$ cat config.mk
export PLATFORM = sky130hd
export DESIGN_NAME = uart_tx_arbiter
export DESIGN_NICKNAME = d
export VERILOG_FILES = /design/src/rtl/uart_tx_arbiter.sv
export SDC_FILE = /design/constraint.sdc
export NUM_CORES = 1
export LEC_CHECK = 0
export BUFFER_PORTS_ARGS = -buffer_cell sky130_fd_sc_hd__buf_2
export CAP_MARGIN = 30
export CORE_ASPECT_RATIO = 1.4
export CORE_MARGIN = 2
export CORE_UTILIZATION = 40
export CTS_CLUSTER_DIAMETER = 50
export DETAILED_ROUTE_END_ITERATION = 10
export PLACE_DENSITY_LB_ADDON = 0.1
export SLEW_MARGIN = 20
export SYNTH_ARGS = -nofsm -noshare
export SYNTH_HDL_FRONTEND = slang
export SYNTH_SLANG_ARGS = --single-unit
export TNS_END_PERCENT = 100
$ cat constraint.sdc
create_clock -name i_uart_arb_clk -period 3.66 [get_ports i_uart_arb_clk]
set_clock_uncertainty 0.05 [all_clocks]
set_input_delay 0.732 -clock i_uart_arb_clk [delete_from_list [all_inputs] [get_ports i_uart_arb_clk]]
set_output_delay 0.732 -clock i_uart_arb_clk [all_outputs]
set_load 0.02 [all_outputs]
$ cat src/rtl/uart_tx_arbiter.sv
// uart_tx_arbiter: two-requester UART transmitter. A round-robin arbiter
// picks one byte at a time in IDLE and the serializer sends it as
// START, 8 data bits (LSB first), optional PARITY, then STOP. Each bit lasts
// R clocks, where R = max(ratio, 1) is captured when the byte is accepted.
//
// Ports:
//   i_uart_arb_clk / i_uart_arb_rst     clock, synchronous active-high reset
//   i_uart_arb_ratio                    clocks per serial bit (0 treated as 1)
//   i_uart_arb_par_en / _par_odd        parity enable / odd(1) or even(0)
//   i_uart_arb_reqN_valid / _data       requester N offers a byte
//   o_uart_arb_reqN_ready               byte from requester N accepted this cycle
//   o_uart_arb_tx                       serial line, idle high
//   o_uart_arb_busy                     high from START through STOP
//   o_uart_arb_grant                    one-hot owner of current frame, 00 idle
//   o_uart_arb_frame_done               one-cycle pulse on the last STOP clock
//
// state  | meaning
// IDLE   | line high, arbiter offers ready to one valid requester
// START  | start bit (tx = 0) for R clocks
// DATA   | 8 data bits LSB first, R clocks each
// PARITY | parity bit for R clocks (skipped when parity disabled)
// STOP   | stop bit (tx = 1) for R clocks, frame_done on the last clock

module uart_tx_arbiter #(
    parameter int RATIO_WIDTH = 16
) (
    input  logic                   i_uart_arb_clk,
    input  logic                   i_uart_arb_rst,
    input  logic [RATIO_WIDTH-1:0] i_uart_arb_ratio,
    input  logic                   i_uart_arb_par_en,
    input  logic                   i_uart_arb_par_odd,
    input  logic                   i_uart_arb_req0_valid,
    input  logic [7:0]             i_uart_arb_req0_data,
    input  logic                   i_uart_arb_req1_valid,
    input  logic [7:0]             i_uart_arb_req1_data,
    output logic                   o_uart_arb_req0_ready,
    output logic                   o_uart_arb_req1_ready,
    output logic                   o_uart_arb_tx,
    output logic                   o_uart_arb_busy,
    output logic [1:0]             o_uart_arb_grant,
    output logic                   o_uart_arb_frame_done
);

    typedef enum logic [2:0] {
        S_IDLE   = 3'd0,
        S_START  = 3'd1,
        S_DATA   = 3'd2,
        S_PARITY = 3'd3,
        S_STOP   = 3'd4
    } state_t;

    localparam logic [RATIO_WIDTH-1:0] ONE = RATIO_WIDTH'(1);

    state_t                 r_state;
    state_t                 w_state_nxt;
    logic [RATIO_WIDTH-1:0] r_cnt;
    logic [RATIO_WIDTH-1:0] r_ratio;
    logic [RATIO_WIDTH-1:0] w_eff_ratio;
    logic [2:0]             r_bit_idx;
    logic [7:0]             r_data;
    logic                   r_par_en;
    logic                   r_par_odd;
    logic                   r_rr_ptr;     // 0: req0 wins a tie, 1: req1 wins
    logic [1:0]             r_grant;
    logic                   w_idle;
    logic                   w_bit_end;
    logic                   w_ready0;
    logic                   w_ready1;
    logic                   w_xfer;

    assign w_idle      = (r_state == S_IDLE);
    assign w_bit_end   = (r_cnt == '0);
    assign w_eff_ratio = (i_uart_arb_ratio == '0) ? ONE : i_uart_arb_ratio;

    // Ready is withheld while reset is asserted so no byte is taken that the
    // reset would immediately discard.
    assign w_ready0 = w_idle && !i_uart_arb_rst && i_uart_arb_req0_valid &&
                      (!i_uart_arb_req1_valid || !r_rr_ptr);
    assign w_ready1 = w_idle && !i_uart_arb_rst && i_uart_arb_req1_valid &&
                      (!i_uart_arb_req0_valid || r_rr_ptr);
    assign w_xfer   = w_ready0 || w_ready1;

    // State register
    always_ff @(posedge i_uart_arb_clk) begin
        if (i_uart_arb_rst) begin
            r_state <= S_IDLE;
        end else begin
            r_state <= w_state_nxt;
        end
    end

    // Next-state logic
    always_comb begin
        w_state_nxt = r_state;
        unique case (r_state)
            S_IDLE:   if (w_xfer) w_state_nxt = S_START;
            S_START:  if (w_bit_end) w_state_nxt = S_DATA;
            S_DATA:   if (w_bit_end && (r_bit_idx == 3'd7))
                          w_state_nxt = r_par_en ? S_PARITY : S_STOP;
            S_PARITY: if (w_bit_end) w_state_nxt = S_STOP;
            S_STOP:   if (w_bit_end) w_state_nxt = S_IDLE;
            default:  w_state_nxt = S_IDLE;
        endcase
    end

    // Frame datapath: captured byte/config, bit timer, bit index, arbitration
    always_ff @(posedge i_uart_arb_clk) begin
        if (i_uart_arb_rst) begin
            r_cnt     <= '0;
            r_ratio   <= ONE;
            r_bit_idx <= 3'd0;
            r_data    <= 8'd0;
            r_par_en  <= 1'b0;
            r_par_odd <= 1'b0;
            r_rr_ptr  <= 1'b0;
            r_grant   <= 2'b00;
        end else if (w_xfer) begin
            r_data    <= w_ready1 ? i_uart_arb_req1_data : i_uart_arb_req0_data;
            r_ratio   <= w_eff_ratio;
            r_par_en  <= i_uart_arb_par_en;
            r_par_odd <= i_uart_arb_par_odd;
            r_cnt     <= w_eff_ratio - ONE;
            r_bit_idx <= 3'd0;
            r_grant   <= w_ready1 ? 2'b10 : 2'b01;
            // The requester just served drops to lowest priority.
            r_rr_ptr  <= w_ready0;
        end else if (!w_idle) begin
            if (w_bit_end) begin
                if (r_state == S_STOP) begin
                    r_cnt   <= '0;
                    r_grant <= 2'b00;
                end else begin
                    r_cnt <= r_ratio - ONE;
                end
                if (r_state == S_DATA) begin
                    r_bit_idx <= r_bit_idx + 3'd1;
                end
            end else begin
                r_cnt <= r_cnt - ONE;
            end
        end
    end

    // Outputs
    always_comb begin
        o_uart_arb_tx = 1'b1;
        unique case (r_state)
            S_START:  o_uart_arb_tx = 1'b0;
            S_DATA:   o_uart_arb_tx = r_data[r_bit_idx];
            S_PARITY: o_uart_arb_tx = (^r_data) ^ r_par_odd;
            default:  o_uart_arb_tx = 1'b1;
        endcase
        o_uart_arb_busy       = !w_idle;
        o_uart_arb_grant      = r_grant;
        o_uart_arb_frame_done = (r_state == S_STOP) && w_bit_end;
        o_uart_arb_req0_ready = w_ready0;
        o_uart_arb_req1_ready = w_ready1;
    end

endmodule

# After elaboration in Yosys (flattened, before gate mapping)
# Cells that the tools add are included.
[op_classes] n_reduce_logical=25 magnitude_cmp=1 n_bitwise=2 n_eq_ne=10 n_mux=21 n_addsub=4
[ops] cell="two-way mux 16 bit" count=5
[ops] cell="subtractor 16 x 1 -> 16 bit, second input constant" count=3
[ops] cell="zero test 16 bit" count=2
[ops] cell="two-way mux 3 bit" count=6
[ops] cell="one-hot mux 3 bit (5 select lines)" count=1
[ops] cell="two-way mux 2 bit" count=5
[ops] cell="two-way mux 8 bit" count=1
[ops] cell="inequality test 2 bit, second input constant" count=4
[ops] cell="XOR reduction 8 bit" count=1
[ops] cell="logical AND 1 bit" count=7
[ops] cell="== test 3 x 2 -> 1 bit, second input constant" count=2
[ops] cell="== test 3 bit, second input constant" count=2
[ops] cell="AND reduction 3 bit" count=2
[ops] cell="zero test 1 bit" count=5
[ops] cell="AND reduction 5 bit" count=1
[ops] cell="< comparator 3 x 4 -> 1 bit, second input constant" count=1
[ops] cell="nonzero test 2 bit" count=2
[ops] cell="adder 3 x 1 -> 3 bit, second input constant" count=1
[ops] cell="binary-select mux 1 bit (select 3 bit)" count=1
[ops] cell="== test 3 x 1 -> 1 bit, second input constant" count=1
[ops] cell="zero test 3 bit" count=1
[ops] cell="logical OR 1 bit" count=3
[ops] cell="one-hot mux 1 bit (3 select lines)" count=1
[ops] cell="inequality test 2 x 1 -> 1 bit, second input constant" count=1
[ops] cell="4 further kinds" count=4
[totals] out_inout_bits=7 in_bits=38 elab_cells=72 reg_bits=51

# Logic depth before layout (Yosys ltp)
# Gate-level depths: netlist (run 1).
[depth] depth_word=7 ltp_mapped=10 depth_no_buf=9

# Worst setup path before layout (run 1)
# Ideal clock, no wire load.
[synth_path] path_kind="input to register" start="input port i_uart_arb_ratio[3]" end="register r_cnt[14]" setup_time_ns=0.095 t_required_ns=3.515 t_arrival_ns=2.900 n_path_buf=1 cell_stages=10 slack_ns=0.614 path_cell_list="buf_6 or4_4 nor4_1 a21oi_1 ha_1 nor3b_1 nand2_1 o31ai_1 a31o_1 a221oi_1"
[synth_between] elab_chain_len=4
[synth_lines] element="from (decl)" line_no="29" source="input logic [RATIO_WIDTH-1:0] i_uart_arb_ratio,"
[synth_lines] element="zero test 16 bit" line_no="73" source="assign w_eff_ratio = (i_uart_arb_ratio == '0) ? ONE : i_uart_arb_ratio;"
[synth_lines] element="two-way mux 16 bit (*)" line_no="73"
[synth_lines] element="subtractor 16 x 1 -> 16 bit (*)" line_no="122" source="r_cnt <= w_eff_ratio - ONE;"
[synth_lines] element="two-way mux 16 bit (*)" line_no="117" source="end else if (w_xfer) begin"
[synth_lines] element="to (signal assigned)" line_no="122"
[synth_lines] element="to (signal assigned)" line_no="133" source="r_cnt <= r_ratio - ONE;"
[synth_lines] element="to (signal assigned)" line_no="139" source="r_cnt <= r_cnt - ONE;"
[synth_lines] element="to (decl)" line_no="56" source="logic [RATIO_WIDTH-1:0] r_cnt;"
# Mark *: on every way between the ends. The rest lies on a longest branch, timed or not.
# A chain may end at the register's enable or synchronous reset.

# Worst setup path after layout (run 1)
[layout_path] start="input port i_uart_arb_ratio[12]" end="register r_cnt[14]"
# Same word-level chain as after synthesis.

==> results of run 1 <==
## layout make-up
class | count | area (sq um)
flip-flops and latches | 51 | 1020
multi-input cells | 326 | 2140
clock inverters | 3 | 47.5
fillers | 837 | 4270
clock buffers | 5 | 125
inverters | 11 | 41.3
well taps | 102 | 128
repair buffers | 58 | 323
## registers in the layout (all words and copies together), names as in the netlist
name	cells
o_uart_arb_grant	2
r_bit_idx	3
r_cnt	16
r_data	8
r_par_en	1
r_par_odd	1
r_ratio	16
r_rr_ptr	1
r_state	3
## layout by cell type (no fill, tap or decap), types with 6 or more instances in the layout
| master | instances |
|---|---|
| xnor2_1 | 20 |
| xor2_1 | 12 |
| or3_1 | 6 |
| a211oi_1 | 21 |
| a21oi_1 | 26 |
| buf_2 | 44 |
| ha_1 | 6 |
| nand2_1 | 46 |
| nor4_1 | 11 |
| nor3_1 | 28 |
| nand2b_1 | 7 |
| nor2_1 | 29 |
| buf_4 | 13 |
| dfxtp_1 | 51 |
| o21ai_0 | 11 |
| inv_1 | 9 |
| mux2i_1 | 11 |
| nand3_1 | 9 |
## logic make-up (layout without fill, tap and decap cells)
group           after synthesis  after routing  synth area share
flops                        51             51             0.309
xor+xnor                     32             32            0.0848
simple gates                168            168             0.269
mux                          15             15            0.0538
buf+inv                      36             77            0.0443
fa+ha+maj                     6              6            0.0227
compound gates              105            105             0.217
## layer usage
| layer | vias to the layer above | global-route usage | part of all wire |
|---|---|---|---|
| li1 | 1613 | - | - |
| met1 | 1524 | 0.268 | 0.43 |
| met2 | 85 | 0.392 | 0.51 |
| met3 | 17 | 0.0332 | 0.039 |
| met4 | 0 | 0.0983 | 0.025 |
| met5 | - | 0 | 0 |
## worst max-delay path, cell delays in order
cell      delay [ns]
buf_2           0.14
or4_1           0.64
nor4_1          0.47
a21oi_1         0.20
ha_1            0.27
nor3b_1         0.15
nand2_1         0.13
o31ai_1         0.08
a31o_1          0.20
a221oi_1        0.26
## worst paths after layout
check,end,depth (start not counted)
worst max-delay path,r_cnt[14],10
worst min-delay path,o_uart_arb_grant[0],1
worst max register to register,r_cnt[13],7
worst min register to register,o_uart_arb_grant[0],1
## power groups by stage
stage	clock network (uW)	registers, uW	logic [uW]
finish	553	668	452
global route	588	675	501
CTS	564	667	450
detailed placement	0	679	448
global placement	0	678	445
floorplan	0	660	325
## per-stage QoR
step | hold WS, ns | cells | util
2_1_floorplan | 0.399 | 413 | -
3_3_place_gp | 0.378 | 547 | 0.451
3_5_place_dp | 0.391 | 547 | 0.451
4_1_cts | 0.408 | 555 | 0.472
5_1_grt | 0.433 | 556 | 0.473
6_report | 0.402 | 556 | 0.473
==> reports/metrics.csv, run 1 <==
stage,metric,value,unit
route,ant_nets,0,
timing,relSlewSlack,0.517,
cts,cts_setup_buffers,0,
timing,fin_crit_sh,0.851,
route,drtPass1Iterations,5,
timing,rsz0062_at_grt,false,
place,post_dp_cell_area,3650,sq um
power_and_ir_drop,combPwrFrac,0.270,
global_route,grt_pass1_vias,3151,
layout,drive_gt1_frac,0.185,
yosys,synth_area_leaders,"dfxtp_1 (31%), xnor2_1 (5.3%), nand2_1 (5.2%), a211oi_1 (4.8%), nor3_1 (4.4%)",
timing,slew_violations,0,
cts,cts_hold_buf,0,
floorplan,fp.dieH,112,microns
power_and_ir_drop,peakVddDrop,315,uV
layout,area_delta_synth_final,15.9,%
yosys,synth_nets,457,
global_route,track_usage,0.225,
worst_setup_path,reg2reg_from,r_cnt[0],
cts,cts.clk_slew.worst_paths,0.07,ns
route,drc,0,
yosys,synth_edf_count,0,
global_route,grt-ovfl-total,0,
yosys,synth_cells,413,
power_and_ir_drop,power.share.sequential,0.399,
cts,cts_resized,0,
timing,layout_setup_ws,0.546,ns
route,dr.first_iter.drc_count,162,
yosys,synth_ff_type,dfxtp_1,
status,status,"complete, no violations",
cts,cts_buffers,5,
yosys,synth_top_area_share,0.309,
floorplan,ios,45,
global_route,grt_antenna_before_repair,0,
floorplan,die_x,80.8,microns
layout,antennaDiodeCount,0,
route,routed_wl,9820,microns
yosys,ys_warn_count,0,
yosys,yosysMostFrequentCell,dfxtp_1,
floorplan,core,8100,sq um
floorplan,die_area,9010,sq um
worst_setup_path,crit_type,input port to flip-flop,
global_route,grt_start_max_net_pins,44,
yosys,syn_area,3300,sq um
job,drv_cap,0,
place,place_ws,0.246,ns
cts,cts-root-buf,clkbuf_16,
power_and_ir_drop,p_clk_frac,0.330,
worst_setup_path,reg2reg_slack,1.17,ns
timing,tightest_slew,0.718,ns
worst_hold_path,hold_start,o_uart_arb_grant[0],
route,routed-via-count,3239,
cts,clock-sinks,51,
power_and_ir_drop,netSwitchingPower,547,uW
worst_setup_path,path_max_fanout,5,
timing,final-hold-violation-count,0,
yosys,post_synth.cell_area_avg,8.00,sq um
route,routed_via_density,5.83,
yosys,ys_async_sr_fraction,0,
cts,cts_tree,built,
worst_setup_path,startpoint,i_uart_arb_ratio[12],
worst_hold_path,hp-class,flip-flop to flip-flop,
timing,max_freq,321,MHz
route,avgRoutedWirePerCell,17.7,microns
global_route,grt_pass1_wl,15600,microns
power_and_ir_drop,sw_frac_of_total,0.327,
worst_setup_path,critPathCaptureType,flip-flop,
power_and_ir_drop,power.total,1670,uW
cts,clockBufferDepth,2,
cts,clk-insertion-delay-late,0.30,ns
layout,nets,497,
worst_setup_path,cp.arrival,3.27,ns
layout,final_area,3830,sq um
floorplan,start_util,0.408,
yosys,synth.distinct_cells,62,
yosys,ys_ff_latch,51,
timing,final-setup-viol-count,0,
power_and_ir_drop,internal-power,1120,uW
place,hpwl,7290,microns
timing,layout_min_cycle_time,3.11,ns
yosys,yosysSeqAreaShare,0.309,
worst_setup_path,worstPathRequired,3.82,ns
yosys,yosys-top-cells-count,"dfxtp_1 (51), nand2_1 (46), nor2_1 (30), nor3_1 (29), a21oi_1 (26)",
yosys,synth_top_area_cell,dfxtp_1,
timing,setup_tns,0,ns
worst_setup_path,critPathLaunchType,input port,
floorplan,num_rows,39,
power_and_ir_drop,power.density,437,nW/um^2
cts,htreeDepth,2,
place,io_buffers,44,
power_and_ir_drop,leakage,0.00146,uW
place,gp_congestion,0.993,
(Power assumes the default switching activity.)
==> run 2: changes to the inputs <==
Settings changed: CORE_MARGIN 2 to not set.
==> run 2 against run 1 <==
Against the previous run: setup slack worse by 0.0074 ns; first-iteration DRC count down 7.4%; critical path depth unchanged; register-to-register slack worse by 0.04 ns; combinational power down 3%; largest power group unchanged.
==> reports/metrics.csv, run 2 (same netlist as run 1, synthesis figures left out) <==
stage,metric,value,unit,change
worst_setup_path,slowest_delay,0.63,ns,about the same
power_and_ir_drop,p_clk_frac,0.241,,-0.089
floorplan,start_util,0.419,,+0.0107
worst_setup_path,worstPathCellList,buf_2 -> or4_1 -> nor4_1 -> a21oi_1 -> ha_1 -> nor3b_1 -> nand2_1 -> o31ai_1 -> a31o_1 -> a221oi_1,,
timing,setup_tns,0,ns,unchanged
global_route,grt_pass1_wl,15600,microns,+0.13%
route,drtPass1Iterations,4,,-1
global_route,grt_antenna_before_repair,0,,unchanged
layout,fillers,845,,+0.96%
route,ant_nets,0,,unchanged
cts,htreeDepth,2,,unchanged
timing,layout_min_cycle_time,3.12,ns,+0.00742 ns
route,drc,0,,unchanged
place,hpwl,7070,microns,-3.1%
timing,final-hold-violation-count,0,,unchanged
cts,clk-insertion-delay-late,0.32,ns,+0.02 ns
global_route,grt-ovfl-total,0,,unchanged
timing,rsz0062_at_grt,false,,
cts,cts-root-buf,clkbuf_8,,
worst_setup_path,worstPathRequired,3.84,ns,+0.02 ns
cts,clock-sinks,51,,unchanged
cts,cts_setup_buffers,0,,unchanged
cts,cts_resized,0,,unchanged
cts,clockBufferDepth,2,,unchanged
floorplan,ios,45,,unchanged
cts,cts.clk_slew.worst_paths,0.10,ns,+0.03 ns
floorplan,num_rows,38,,-2.6%
global_route,track_usage,0.236,,+0.0106
timing,fin_crit_sh,0.853,,+0.00203
worst_setup_path,crit_type,input port to flip-flop,,
power_and_ir_drop,power.share.sequential,0.459,,+0.060
global_route,grt_use_met3,0.0332,,about the same
route,dr.first_iter.drc_count,150,,-7.4%
timing,final-setup-viol-count,0,,unchanged
power_and_ir_drop,combPwrFrac,0.300,,+0.030
cts,cts_tree,built,,
cts,cts_hold_buf,0,,unchanged
worst_setup_path,reg2reg_slack,1.13,ns,-0.04 ns
layout,final_cell_count_no_fill,550,,-1.1%
timing,slew_violations,0,,unchanged
route,routed_via_density,5.73,,-1.7%
global_route,grt_start_max_net_pins,44,,unchanged
global_route,grt.busiest_layer,met2,,
power_and_ir_drop,sw_frac_of_total,0.361,,+0.0341
cts,cts_buffers,5,,unchanged
power_and_ir_drop,internal-power,930,uW,-17%
floorplan,die_x,78.8,microns,-2.5%
global_route,met2_usage,0.419,,+0.0269
layout,antennaDiodeCount,0,,unchanged
power_and_ir_drop,power.density,392,nW/um^2,-10%
job,drv_cap,0,,unchanged
layout,final_area,3720,sq um,-2.9%
timing,relSlewSlack,0.415,,-0.102
global_route,grt_pass1_vias,3113,,-1.2%
route,avgRoutedWirePerCell,17.1,microns,-3.1%
worst_hold_path,hp-class,flip-flop to flip-flop,,
worst_hold_path,hold_start,o_uart_arb_grant[1],,
worst_setup_path,worst_path_max_delay_cell,or4_1,,
layout,layout_commonest_cell,dfxtp_1,,
worst_setup_path,path_max_fanout,5,,unchanged
worst_setup_path,startpoint,i_uart_arb_ratio[12],,
worst_setup_path,reg2reg_from,r_cnt[0],,
layout,area_delta_synth_final,12.5,%,
floorplan,core,7890,sq um,-2.6%
place,gp_congestion,0.909,,-8.4%
status,status,"complete, no violations",,
power_and_ir_drop,netSwitchingPower,526,uW,-3.9%
layout,final_cell_mix,"dfxtp_1 (51), nand2_1 (46), buf_2 (44)",,
timing,tightest_slew,0.871,ns,+0.153 ns
layout,drive_gt1_frac,0.178,,-0.00724
global_route,use_met1,0.280,,+0.0111
worst_setup_path,critPathCaptureType,flip-flop,,
timing,max_freq,320,MHz,-0.24%
floorplan,fp.dieH,110,microns,-1.8%
layout,nets,493,,-0.80%
place,io_buffers,44,,unchanged
place,post_dp_cell_area,3630,sq um,-0.69%
worst_setup_path,cp.arrival,3.30,ns,+0.03 ns
floorplan,die_area,8630,sq um,-4.2%
power_and_ir_drop,peakVddDrop,239,uV,-24%
layout,largestRegisters,"r_cnt x16, r_ratio x16, r_data x8",,
route,routed_wl,9410,microns,-4.2%
place,placed_cells,542,,-0.91%
power_and_ir_drop,leakage,0.00141,uW,-3.7%
route,routed-via-count,3151,,-2.7%
worst_setup_path,critPathLaunchType,input port,,
run 2: cell type report:
cell class / count / area, sq um / area share
Clock inverter: 3 / 22.5 / 0.00606
Inverter: 11 / 41.3 / 0.0111
Sequential cell: 51 / 1020 / 0.275
Tap cell: 100 / 125 / 0.0337
Multi-Input combinational cell: 326 / 2140 / 0.577
Clock buffer: 5 / 68.8 / 0.0185
Timing Repair Buffer: 54 / 295 / 0.0794
run 2: path summary, 6_finish.rpt:
| path | cells past startpoint | end |
|---|---|---|
| setup / recovery | 10 | r_cnt[14] |
| hold / removal | 1 | o_uart_arb_grant[1] |
| setup reg to reg | 7 | r_cnt[13] |
| hold reg to reg | 1 | o_uart_arb_grant[1] |
run 2: power by group through the flow:
stage	registers [uW]	clock network, uW	logic, uW
finish	668	350	437
CTS	668	364	439
floorplan	660	0	325
global route	677	387	489
detailed placement	680	0	436
global placement	679	0	434
run 2: critical path, delay by kind of cell:
kind / cells / cell delay (ns)
adder cells (fa/ha/maj): 1 / 0.27
AO/OA/AOI/OAI: 4 / 0.76
buffers and inverters: 1 / 0.14
AND/OR/NAND/NOR: 4 / 1.39
run 2: per-stage QoR:
step	util	hold WS (ns)	power [uW]	setup WS [ns]
global placement	0.459	0.378	1110	0.347
floorplan	-	0.399	985	0.614
detailed placement	0.459	0.386	1120	0.258
global route	0.471	0.436	1550	0.334
finish	0.471	0.403	1460	0.539
CTS	0.471	0.411	1470	0.577
run 2: routing by layer:
metal | part of all wire | vias to the layer above
met2 | 0.50 | 85
met5 | 0 | -
met3 | 0.039 | 16
li1 | - | 1607
met1 | 0.43 | 1443
met4 | 0.033 | 0
